==> src/rtl/uart_pkg.sv <==
`default_nettype none
// ============================================================================
// Module      : uart_pkg
// Description : Shared FSM states and parity-mode encodings for the UART RX.
// Revision    : 1.0 - initial release
// ============================================================================
package uart_pkg;

  typedef enum logic [2:0] {
    IDLE       = 3'd0,
    START      = 3'd1,
    DATA       = 3'd2,
    PARITY     = 3'd3,
    STOP       = 3'd4,
    BREAK_WAIT = 3'd5
  } rx_state_e;

  localparam logic [1:0] PAR_NONE = 2'b00;
  localparam logic [1:0] PAR_EVEN = 2'b01;
  localparam logic [1:0] PAR_ODD  = 2'b10;

  // Mode 2'b11 is reserved and behaves like PAR_NONE.
  function automatic logic parity_enabled(input logic [1:0] mode);
    return (mode == PAR_EVEN) || (mode == PAR_ODD);
  endfunction

endpackage
`default_nettype wire

==> src/rtl/uart_rx_sync.sv <==
`default_nettype none
// ============================================================================
// Module      : uart_rx_sync
// Description : Two-flop synchroniser for an asynchronous, idle-high input.
// Revision    : 1.0 - initial release
// ============================================================================
module uart_rx_sync (
  input  logic clk_i,
  input  logic reset_i,
  input  logic d_i,
  output logic q_o
);

  logic meta_q;
  logic sync_q;

  always_ff @(posedge clk_i) begin
    if (reset_i) begin
      meta_q <= 1'b1;
      sync_q <= 1'b1;
    end else begin
      meta_q <= d_i;
      sync_q <= meta_q;
    end
  end

  assign q_o = sync_q;

endmodule
`default_nettype wire

==> src/rtl/uart_rx_param.sv <==
`default_nettype none
// ============================================================================
// Module      : uart_rx_param
// Description : Oversampling UART receiver with parity, framing and break handling.
// Revision    : 1.0 - initial release
// ============================================================================
module uart_rx_param
  import uart_pkg::*;
#(
  parameter int DBIT    = 8,
  parameter int OS      = 16,
  parameter int SB_TICK = 16
) (
  input  logic            clk_i,
  input  logic            reset_i,
  input  logic            rx_i,
  input  logic            tick_i,
  input  logic [1:0]      parity_mode_i,
  output logic [DBIT-1:0] dout_o,
  output logic            rx_done_o,
  output logic            parity_err_o,
  output logic            frame_err_o,
  output logic            busy_o
);

  localparam int SMAX = (OS > SB_TICK) ? OS : SB_TICK;
  localparam int SW   = $clog2(SMAX);
  localparam int NW   = $clog2(DBIT);

  localparam logic [SW-1:0] S_HALF = SW'(OS / 2 - 1);
  localparam logic [SW-1:0] S_BIT  = SW'(OS - 1);
  localparam logic [SW-1:0] S_STOP = SW'(SB_TICK - 1);
  localparam logic [NW-1:0] N_LAST = NW'(DBIT - 1);

  logic            rxs;
  rx_state_e       state_q, state_d;
  logic [SW-1:0]   s_q, s_d;
  logic [NW-1:0]   n_q, n_d;
  logic [DBIT-1:0] shreg_q, shreg_d;
  logic [1:0]      pm_q, pm_d;
  logic            pbit_q, pbit_d;
  logic [DBIT-1:0] dout_q, dout_d;
  logic            done_q, done_d;
  logic            perr_q, perr_d;
  logic            ferr_q, ferr_d;

  uart_rx_sync u_sync (
    .clk_i  (clk_i),
    .reset_i(reset_i),
    .d_i    (rx_i),
    .q_o    (rxs)
  );

  always_ff @(posedge clk_i) begin
    if (reset_i) begin
      state_q <= IDLE;
      s_q     <= '0;
      n_q     <= '0;
      shreg_q <= '0;
      pm_q    <= PAR_NONE;
      pbit_q  <= 1'b0;
      dout_q  <= '0;
      done_q  <= 1'b0;
      perr_q  <= 1'b0;
      ferr_q  <= 1'b0;
    end else begin
      state_q <= state_d;
      s_q     <= s_d;
      n_q     <= n_d;
      shreg_q <= shreg_d;
      pm_q    <= pm_d;
      pbit_q  <= pbit_d;
      dout_q  <= dout_d;
      done_q  <= done_d;
      perr_q  <= perr_d;
      ferr_q  <= ferr_d;
    end
  end

  always_comb begin
    state_d = state_q;
    s_d     = s_q;
    n_d     = n_q;
    shreg_d = shreg_q;
    pm_d    = pm_q;
    pbit_d  = pbit_q;
    dout_d  = dout_q;
    done_d  = 1'b0;
    perr_d  = perr_q;
    ferr_d  = ferr_q;

    unique case (state_q)
      IDLE: begin
        if (!rxs) begin
          state_d = START;
          s_d     = '0;
          pm_d    = parity_mode_i;
        end
      end
      START: begin
        if (tick_i) begin
          if (s_q == S_HALF) begin
            // A line that is high again at mid start bit was only a glitch.
            if (!rxs) begin
              state_d = DATA;
              s_d     = '0;
              n_d     = '0;
            end else begin
              state_d = IDLE;
            end
          end else begin
            s_d = s_q + SW'(1);
          end
        end
      end
      DATA: begin
        if (tick_i) begin
          if (s_q == S_BIT) begin
            s_d     = '0;
            shreg_d = {rxs, shreg_q[DBIT-1:1]};
            if (n_q == N_LAST) begin
              state_d = parity_enabled(pm_q) ? PARITY : STOP;
            end else begin
              n_d = n_q + NW'(1);
            end
          end else begin
            s_d = s_q + SW'(1);
          end
        end
      end
      PARITY: begin
        if (tick_i) begin
          if (s_q == S_BIT) begin
            pbit_d  = rxs;
            s_d     = '0;
            state_d = STOP;
          end else begin
            s_d = s_q + SW'(1);
          end
        end
      end
      STOP: begin
        if (tick_i) begin
          if (s_q == S_STOP) begin
            dout_d  = shreg_q;
            done_d  = 1'b1;
            ferr_d  = ~rxs;
            unique case (pm_q)
              PAR_EVEN: perr_d = (^shreg_q) ^ pbit_q;
              PAR_ODD:  perr_d = ~((^shreg_q) ^ pbit_q);
              default:  perr_d = 1'b0;
            endcase
            state_d = rxs ? IDLE : BREAK_WAIT;
          end else begin
            s_d = s_q + SW'(1);
          end
        end
      end
      BREAK_WAIT: begin
        if (rxs) begin
          state_d = IDLE;
        end
      end
      default: state_d = IDLE;
    endcase
  end

  assign dout_o       = dout_q;
  assign rx_done_o    = done_q;
  assign parity_err_o = perr_q;
  assign frame_err_o  = ferr_q;
  assign busy_o       = (state_q != IDLE);

endmodule
`default_nettype wire

==> config.mk <==
export PLATFORM = sky130hd
export DESIGN_NAME = uart_rx_param
export DESIGN_NICKNAME = d
export VERILOG_FILES = /design/src/rtl/uart_pkg.sv /design/src/rtl/uart_rx_sync.sv /design/src/rtl/uart_rx_param.sv
export SDC_FILE = /design/constraint.sdc
export NUM_CORES = 1
export LEC_CHECK = 0
export BUFFER_PORTS_ARGS = -buffer_cell sky130_fd_sc_hd__buf_4
export CELL_PAD_IN_SITES_DETAIL_PLACEMENT = 0
export CELL_PAD_IN_SITES_GLOBAL_PLACEMENT = 2
export CORE_UTILIZATION = 38
export CTS_CLUSTER_SIZE = 30
export DETAILED_ROUTE_END_ITERATION = 10
export GPL_ROUTABILITY_DRIVEN = 0
export GPL_TIMING_DRIVEN = 1
export PLACE_DENSITY_LB_ADDON = 0.1
export SLEW_MARGIN = 5
export SYNTH_ARGS = -nofsm -noshare
export SYNTH_HDL_FRONTEND = slang
export SYNTH_SLANG_ARGS = --single-unit
==> constraint.sdc <==
create_clock -name clk_i -period 3.7 [get_ports clk_i]
set_input_delay 0.185 -clock clk_i [delete_from_list [all_inputs] [get_ports clk_i]]
set_output_delay 0.185 -clock clk_i [all_outputs]
set_load 0.05 [all_outputs]
==> results of run 1 <==
## area by class of cell
| class | count | share of cell area (%) |
|---|---|---|
| Clock buffer | 6 | 4.16 |
| Inverter | 4 | 0.756 |
| Timing Repair Buffer | 17 | 6.43 |
| Multi-Input combinational cell | 153 | 50.5 |
| Tap cell | 52 | 3.28 |
| Clock inverter | 2 | 0.630 |
| Sequential cell | 34 | 34.3 |
## critical path, delay by kind of cell (launching register included)
family	cells	cell delay [ns]
and+or+nand+nor	1	0.40
AOI/OAI and AO/OA	3	0.60
DFF	1	0.92
xor gates and xnor gates	1	0.21
## cell usage after synthesis (2+ instances only)
master	number	area share (%)
nor2_1	30	6.4
nand3_1	5	1.4
dfxtp_1	34	39
inv_1	3	0.64
xnor2_1	4	2.0
clkbuf_1	8	1.7
a211o_1	2	0.99
nor2b_1	3	1.1
mux2i_1	10	5.7
o2111ai_1	3	1.5
or2_2	2	0.71
o211ai_1	2	0.85
o21ai_0	8	2.3
and3_1	3	1.1
nor3_1	3	0.85
or3_1	2	0.71
a21oi_1	20	5.7
buf_2	7	2.0
nand2_1	22	4.7
xor2_1	4	2.0
ha_1	5	3.5
## per-layer routing
metal | routed length, µm | vias up | share of wire (%) | GRT usage [%]
li1 | - | 740 | - | -
met1 | 1820 | 662 | 52 | 22.3
met2 | 1490 | 28 | 42 | 22.3
met3 | 166 | 4 | 4.7 | 4.33
met4 | 26 | 0 | 0.74 | 5.33
met5 | 0 | - | 0 | 0
## worst min-delay path by stage
| stage | endpoint | slack (ns) | cells after the start |
|---|---|---|---|
| CTS | u_sync.meta_q$_SDFF_PP1_ | 0.07 | 2 |
| global placement | u_sync.meta_q$_SDFF_PP1_ | 0.37 | 2 |
| global route | u_sync.meta_q$_SDFF_PP1_ | 0.07 | 2 |
| floorplan | u_sync.meta_q$_SDFF_PP1_ | 0.29 | 1 |
| finish | u_sync.meta_q$_SDFF_PP1_ | 0.08 | 2 |
| detailed placement | u_sync.meta_q$_SDFF_PP1_ | 0.37 | 2 |
## flip-flops by register name (all words and copies together), names as in the netlist
signal	cells
state_q	3
n_q	3
s_q	4
u_sync.q_o	1
frame_err_o	1
dout_o	8
rx_done_o	1
parity_err_o	1
shreg_q	8
pm_q	2
pbit_q	1
u_sync.meta_q	1
## power breakdown
part           leakage (µW)  switching (µW)  total, µW  internal [µW]
clock             0.0000472             134        284            149
sequential         0.000275            69.2        452            383
combinational      0.000438             164        280            116
## cell families after synthesis
logic type / after synthesis
adder cells (fa/ha/maj): 5
multiplexers: 11
AND/OR/NAND/NOR: 82
flip-flops: 34
AO/OA/AOI/OAI: 46
XOR/XNOR: 9
buffers and inverters: 19
## per-stage QoR
step,power [µW],hold slack [ns],cells,cell area (µm²)
after floorplan,691,0.289,206,1760
after global placement,738,0.372,260,1890
after detailed placement,742,0.373,260,1890
after CTS,1030,0.0668,268,1990
after global routing,1080,0.0688,268,1990
final,1020,0.0775,268,1990
==> results by group, run 1 <==
Layout
  – Storage cell area: 681 µm²
  – Most frequent cells in the layout: 34 x dfxtp_1, 30 x nor2_1, 22 x nand2_1, 20 x a21oi_1, 17 x buf_4
  – Layout Nets: 226
  – Share of cells above drive strength 1: 16.7%
  – Leading cell type in the layout, fill and taps excluded: dfxtp_1
  – Area occupied by multi-input gates: 1000 µm²
  – Layout area overhead: 12.6%
  – Fill cell count: 454
  – Ant. Diodes: 0
  – Final Util: 45.0%

Synth
  – Avg Cell Area, Syn: 8.56 µm²
  – Mapped Cells: 206
  – Adder-cell share of the synthesized area: 3.55%
  – Synth Warn #: 0
  – Mapped Area: 1760 µm²
  – Number of synthesized flops with an enable pin: 0
  – Register area share after synthesis: 38.6%
  – Flop and latch count out of synthesis: 34
  – Largest family of logic cells by synthesized area: simple AND/OR/NAND/NOR gates
  – Post-synthesis xor/xnor area fraction: 5.25%
  – Synth Area in Simple Gates: 23.5%
  – FFs w/ async S/R, synth: 0%
  – Ys flop type: dfxtp_1
  – Post-synthesis mux area share: 6.32%
  – Synth Area in Compound Gates: 18.2%
  – Synth Net Count: 217
  – Post-synth cell types: 47

Drt
  – Starting DRT DRC Count: 63
  – Routed WL: 3500 µm
  – Drt pass-1 iters: 4
  – Vias per inst: 5.35
  – Detail Route Antenna Nets: 0
  – WL/cell: 13.1 µm
  – DRC Markers: 0
  – Via Count: 1,434

Worst setup path
  – Element type at the critical path end: flop
  – CP Launch Point: state_q[0]$_SDFFE_PP0P_
  – CP Launch Type: flop
  – R2R Path Start: state_q[0]$_SDFFE_PP0P_
  – Crit Path Max Fanout: 25
  – CP Capture Point: n_q[0]$_SDFFE_PP0P_
  – Max incr delay on CP: 0.92 ns
  – Critical path data arrival time: 2.41 ns
  – Worst Setup Path Type: flop to flop
  – Reg2reg path depth: 5
  – Worst r2r dst: n_q[0]$_SDFFE_PP0P_
  – CP max stage cell: dfxtp_1
  – CP cell instances: xor2_1, a32oi_4, o21ai_2, or4_1, a21oi_1
  – CP required: 3.91 ns
  – R2r setup slk: 1.50 ns

Global route
  – Overall global routing resource usage: 15.6%
  – First-pass GRT wire length: 6020 µm
  – Pin count of the biggest net entering global routing: 38
  – Initial antenna violation count: 0
  – Vias in the first global route: 1,256
  – GRT overflow: 0

Clock network
  – Clock Path Buffers: 2
  – CTS hold repair buffers: 0
  – CTS Sinks: 34
  – TritonCTS Buffers: 5
  – Clk Tree Root Cell: clkbuf_8
  – H-tree depth: 2
  – CTS clk-pin slew, worst paths: 0.07 ns
  – Worst-Skew Late Latency: 0.29 ns
  – Resized Gates After CTS: 0
  – Post-CTS Setup Bufs: 0
  – CTS tree: yes

Flow run
  – Max_cap viols: 0

Power
  – Static Leak: 0.000760 µW
  – PD cells: 512 nW/µm²
  – Worst vdd ir: 0.329 mV

Timing
  – Final hold violations: 0
  – Final worst setup slack: 1.50 ns
  – RSZ-0062 raised after global routing: false
  – Rel. slew slack: 38.8%
  – Pins Over Slew Limit: 0
  – Final clock skew: 0.00769 ns
  – Fmax: 454 MHz
  – Min Tclk post-route: 2.20 ns
  – Setup violations, final: 0
  – Period utilization: 59.5%
  – Least-Margin Pin Slew: 0.917 ns
  – Setup TNS: 0 ns

Floorplanning
  – Die ar.: 4920 µm²
  – Top Ports: 18
  – Starting Density: 39.9%
  – Core area: 4410 µm²
  – Die H: 70.1 µm
  – Standard-cell rows: 24
  – Die X: 70.1 µm

Worst hold path
  – Min-delay worst type: input pin to flop
  – Hold path start: rx_i

Placed design
  – PortBufs: 17
  – HPWL Detailed: 2440 µm
  – Pre-CTS setup slack: 1.51 ns

Status
  – Status: finished, final reports clean
No activity file was read; power rests on OpenSTA's default activity.
==> run 2: changes to the inputs <==
Settings changed: CORE_UTILIZATION 38 to 35.
Clock period 3.7 ns to 2.05 ns, I/O delays scaled along.
==> run 2 against run 1 <==
  * Power up 93%
  * Final area rose by 5.9%
  * First-iteration DRC count grew 57%
  * Clock skew decreased by 0.0042 ns
  * Global-route usage hardly changed
  * Critical endpoint is now state_q[1]$_SDFFE_PP0P_
  * Largest power group unchanged
==> results by group, run 2 (synthesized netlist as in run 1, its figures left out) <==
Timing
  – Period utilization: 92.5% (+33 points)
  – Least-Margin Pin Slew: 0.499 ns (-0.418 ns)
  – Final hold violations: 0 (unchanged)
  – Final clock skew: 0.00352 ns (-0.00417 ns)
  – RSZ-0062 raised after global routing: false
  – Rel. slew slack: 66.7% (+28 points)
  – Setup violations, final: 0 (unchanged)
  – Min Tclk post-route: 1.90 ns (-0.304 ns)
  – Pins Over Slew Limit: 0 (unchanged)
  – Fmax: 527 MHz (+16%)
  – Setup TNS: 0 ns (unchanged)

Drt
  – Starting DRT DRC Count: 99 (+57%)
  – DRC Markers: 0 (unchanged)
  – Routed WL: 3860 µm (+10%)
  – Vias per inst: 4.97 (-7.1%)
  – WL/cell: 13.2 µm (+0.73%)
  – Detail Route Antenna Nets: 0 (unchanged)
  – Drt pass-1 iters: 4 (unchanged)
  – Via Count: 1,457 (+1.6%)

Worst hold path
  – Min-delay worst type: input pin to flop
  – Min-Delay Path Depth: 3 (+1)

Floorplanning
  – Top Ports: 18 (unchanged)
  – Die X: 73.0 µm (+4.1%)
  – Starting Density: 36.8% (-3.1 points)
  – Die H: 73.0 µm (+4.1%)
  – Standard-cell rows: 25 (+4.2%)
  – Die ar.: 5320 µm² (+8.3%)
  – Core area: 4790 µm² (+8.4%)

Power
  – PD cells: 934 nW/µm² (+83%)
  – Reg power frac: 39.4% (-5.1 points)
  – Sw Share: 36.6% (+0.42 points)
  – Int Pwr: 1240 µW (+92%)
  – P_sw: 719 µW (+96%)
  – Clk pwr share: 26.6% (-1.3 points)
  – Static Leak: 0.000811 µW (+6.7%)
  – Worst vdd ir: 0.450 mV (+37%)
  – Comb power frac: 33.9% (+6.3 points)

Worst setup path
  – CP max stage cell: dfxtp_1
  – Max incr delay on CP: 0.38 ns (-0.54 ns)
  – CP required: 2.24 ns (-1.67 ns)
  – Crit Path Max Fanout: 8 (-68%)
  – Reg2reg path depth: 6 (+1)
  – CP cell instances: ha_2, and3_1, a311oi_1, o31ai_2, nand2_1, o41ai_2
  – Critical path data arrival time: 2.09 ns (-0.32 ns)
  – CP Launch Type: flop
  – Element type at the critical path end: flop
  – Worst Setup Path Type: flop to flop

Layout
  – Fill cell count: 500 (+10%)
  – Post-route cell area: 2100 µm² (+5.9%)
  – Leading cell type in the layout, fill and taps excluded: dfxtp_1
  – Layout area overhead: 19.2%
  – Ant. Diodes: 0 (unchanged)
  – Share of cells above drive strength 1: 20.8% (+4.1 points)
  – Layout Nets: 236 (+4.4%)
  – Most frequent cells in the layout: 34 x dfxtp_1, 30 x nor2_1, 25 x buf_4, 22 x nand2_1, 20 x a21oi_1

Global route
  – First-pass GRT wire length: 6190 µm (+2.9%)
  – Vias in the first global route: 1,274 (+1.4%)
  – Overall global routing resource usage: 15.6% (+0.038 points)
  – Pin count of the biggest net entering global routing: 38 (unchanged)
  – GRT overflow: 0 (unchanged)
  – Initial antenna violation count: 0 (unchanged)

Clock network
  – CTS tree: yes
  – H-tree depth: 2 (unchanged)
  – Worst-Skew Late Latency: 0.29 ns (about the same)
  – Clk Tree Root Cell: clkbuf_8
  – CTS Sinks: 34 (unchanged)
  – TritonCTS Buffers: 5 (unchanged)
  – CTS clk-pin slew, worst paths: 0.07 ns (about the same)
  – Clock Path Buffers: 2 (unchanged)

Placed design
  – Placed Area: 1970 µm² (+4.4%)
  – HPWL Detailed: 2640 µm (+8.0%)
  – PortBufs: 17 (unchanged)

Flow run
  – Max_cap viols: 0 (unchanged)

Status
  – Status: finished, final reports clean
run 2: final timing paths:
path | slack, ns | to | startpoint
max reg2reg | 0.15 | state_q[1]$_SDFFE_PP0P_ | s_q[0]$_SDFFE_PP0P_
min reg2reg | 0.41 | u_sync.q_o$_SDFF_PP1_ | u_sync.meta_q$_SDFF_PP1_
max | 0.15 | state_q[1]$_SDFFE_PP0P_ | s_q[0]$_SDFFE_PP0P_
min | 0.04 | pm_q[0]$_SDFFE_PP0P_ | parity_mode_i[0]
run 2: critical path, delay by kind of cell, from the launching register on:
| family | cells | cell delay [ns] |
|---|---|---|
| AO/OA/AOI/OAI | 3 | 0.78 |
| flip-flops | 1 | 0.38 |
| AND/OR/NAND/NOR | 2 | 0.37 |
| adder cells (fa/ha/maj) | 1 | 0.29 |
run 2: stage by stage:
stage | power (µW) | setup slack [ns] | std cells | utilization (%) | hold slack (ns)
final | 1960 | 0.154 | 293 | 43.9 | 0.0448
after global routing | 2070 | 0.0117 | 293 | 43.9 | 0.0633
after CTS | 1970 | 0.123 | 291 | 43.5 | 0.0369
after detailed placement | 1440 | 0.130 | 282 | 41.3 | 0.290
after global placement | 1440 | 0.219 | 282 | 41.3 | 0.289
after floorplan | 1250 | 0.319 | 206 | - | 0.206
run 2: final cells by class:
cell class | count | area (µm²) | share of cell area [%]
Clock buffer | 6 | 82.6 | 3.93
Tap cell | 67 | 83.8 | 3.99
Sequential cell | 34 | 681 | 32.4
Timing Repair Buffer | 27 | 218 | 10.4
Inverter | 4 | 15.0 | 0.714
Multi-Input combinational cell | 153 | 1010 | 48.0
Clock inverter | 2 | 12.5 | 0.595
run 2: repair_timing:
item / 4_1_cts / 5_1_grt
hold buffers: 1 / 0
resized for setup: 0 / 2
setup buffers: 0 / 2
endpoints found under the hold margin: 1 / 0
endpoints found under the setup margin: 0 / 2
run 2: power by group through the flow:
stage / combinational, µW / sequential, µW / clock, µW
2_1_floorplan: 529 / 718 / 0
3_3_place_gp: 657 / 786 / 0
3_5_place_dp: 660 / 785 / 0
4_1_cts: 663 / 770 / 539
5_1_grt: 721 / 778 / 568
6_report: 666 / 775 / 523
run 2: metal layers:
metal | vias to the layer above | wire length [µm] | share of wire (%) | track usage (%)
li1 | 763 | - | - | -
met1 | 663 | 2060 | 53 | 23.1
met2 | 26 | 1620 | 42 | 21.1
met3 | 5 | 126 | 3.3 | 3.73
met4 | 0 | 50 | 1.3 | 7.19
met5 | - | 0 | 0 | 0
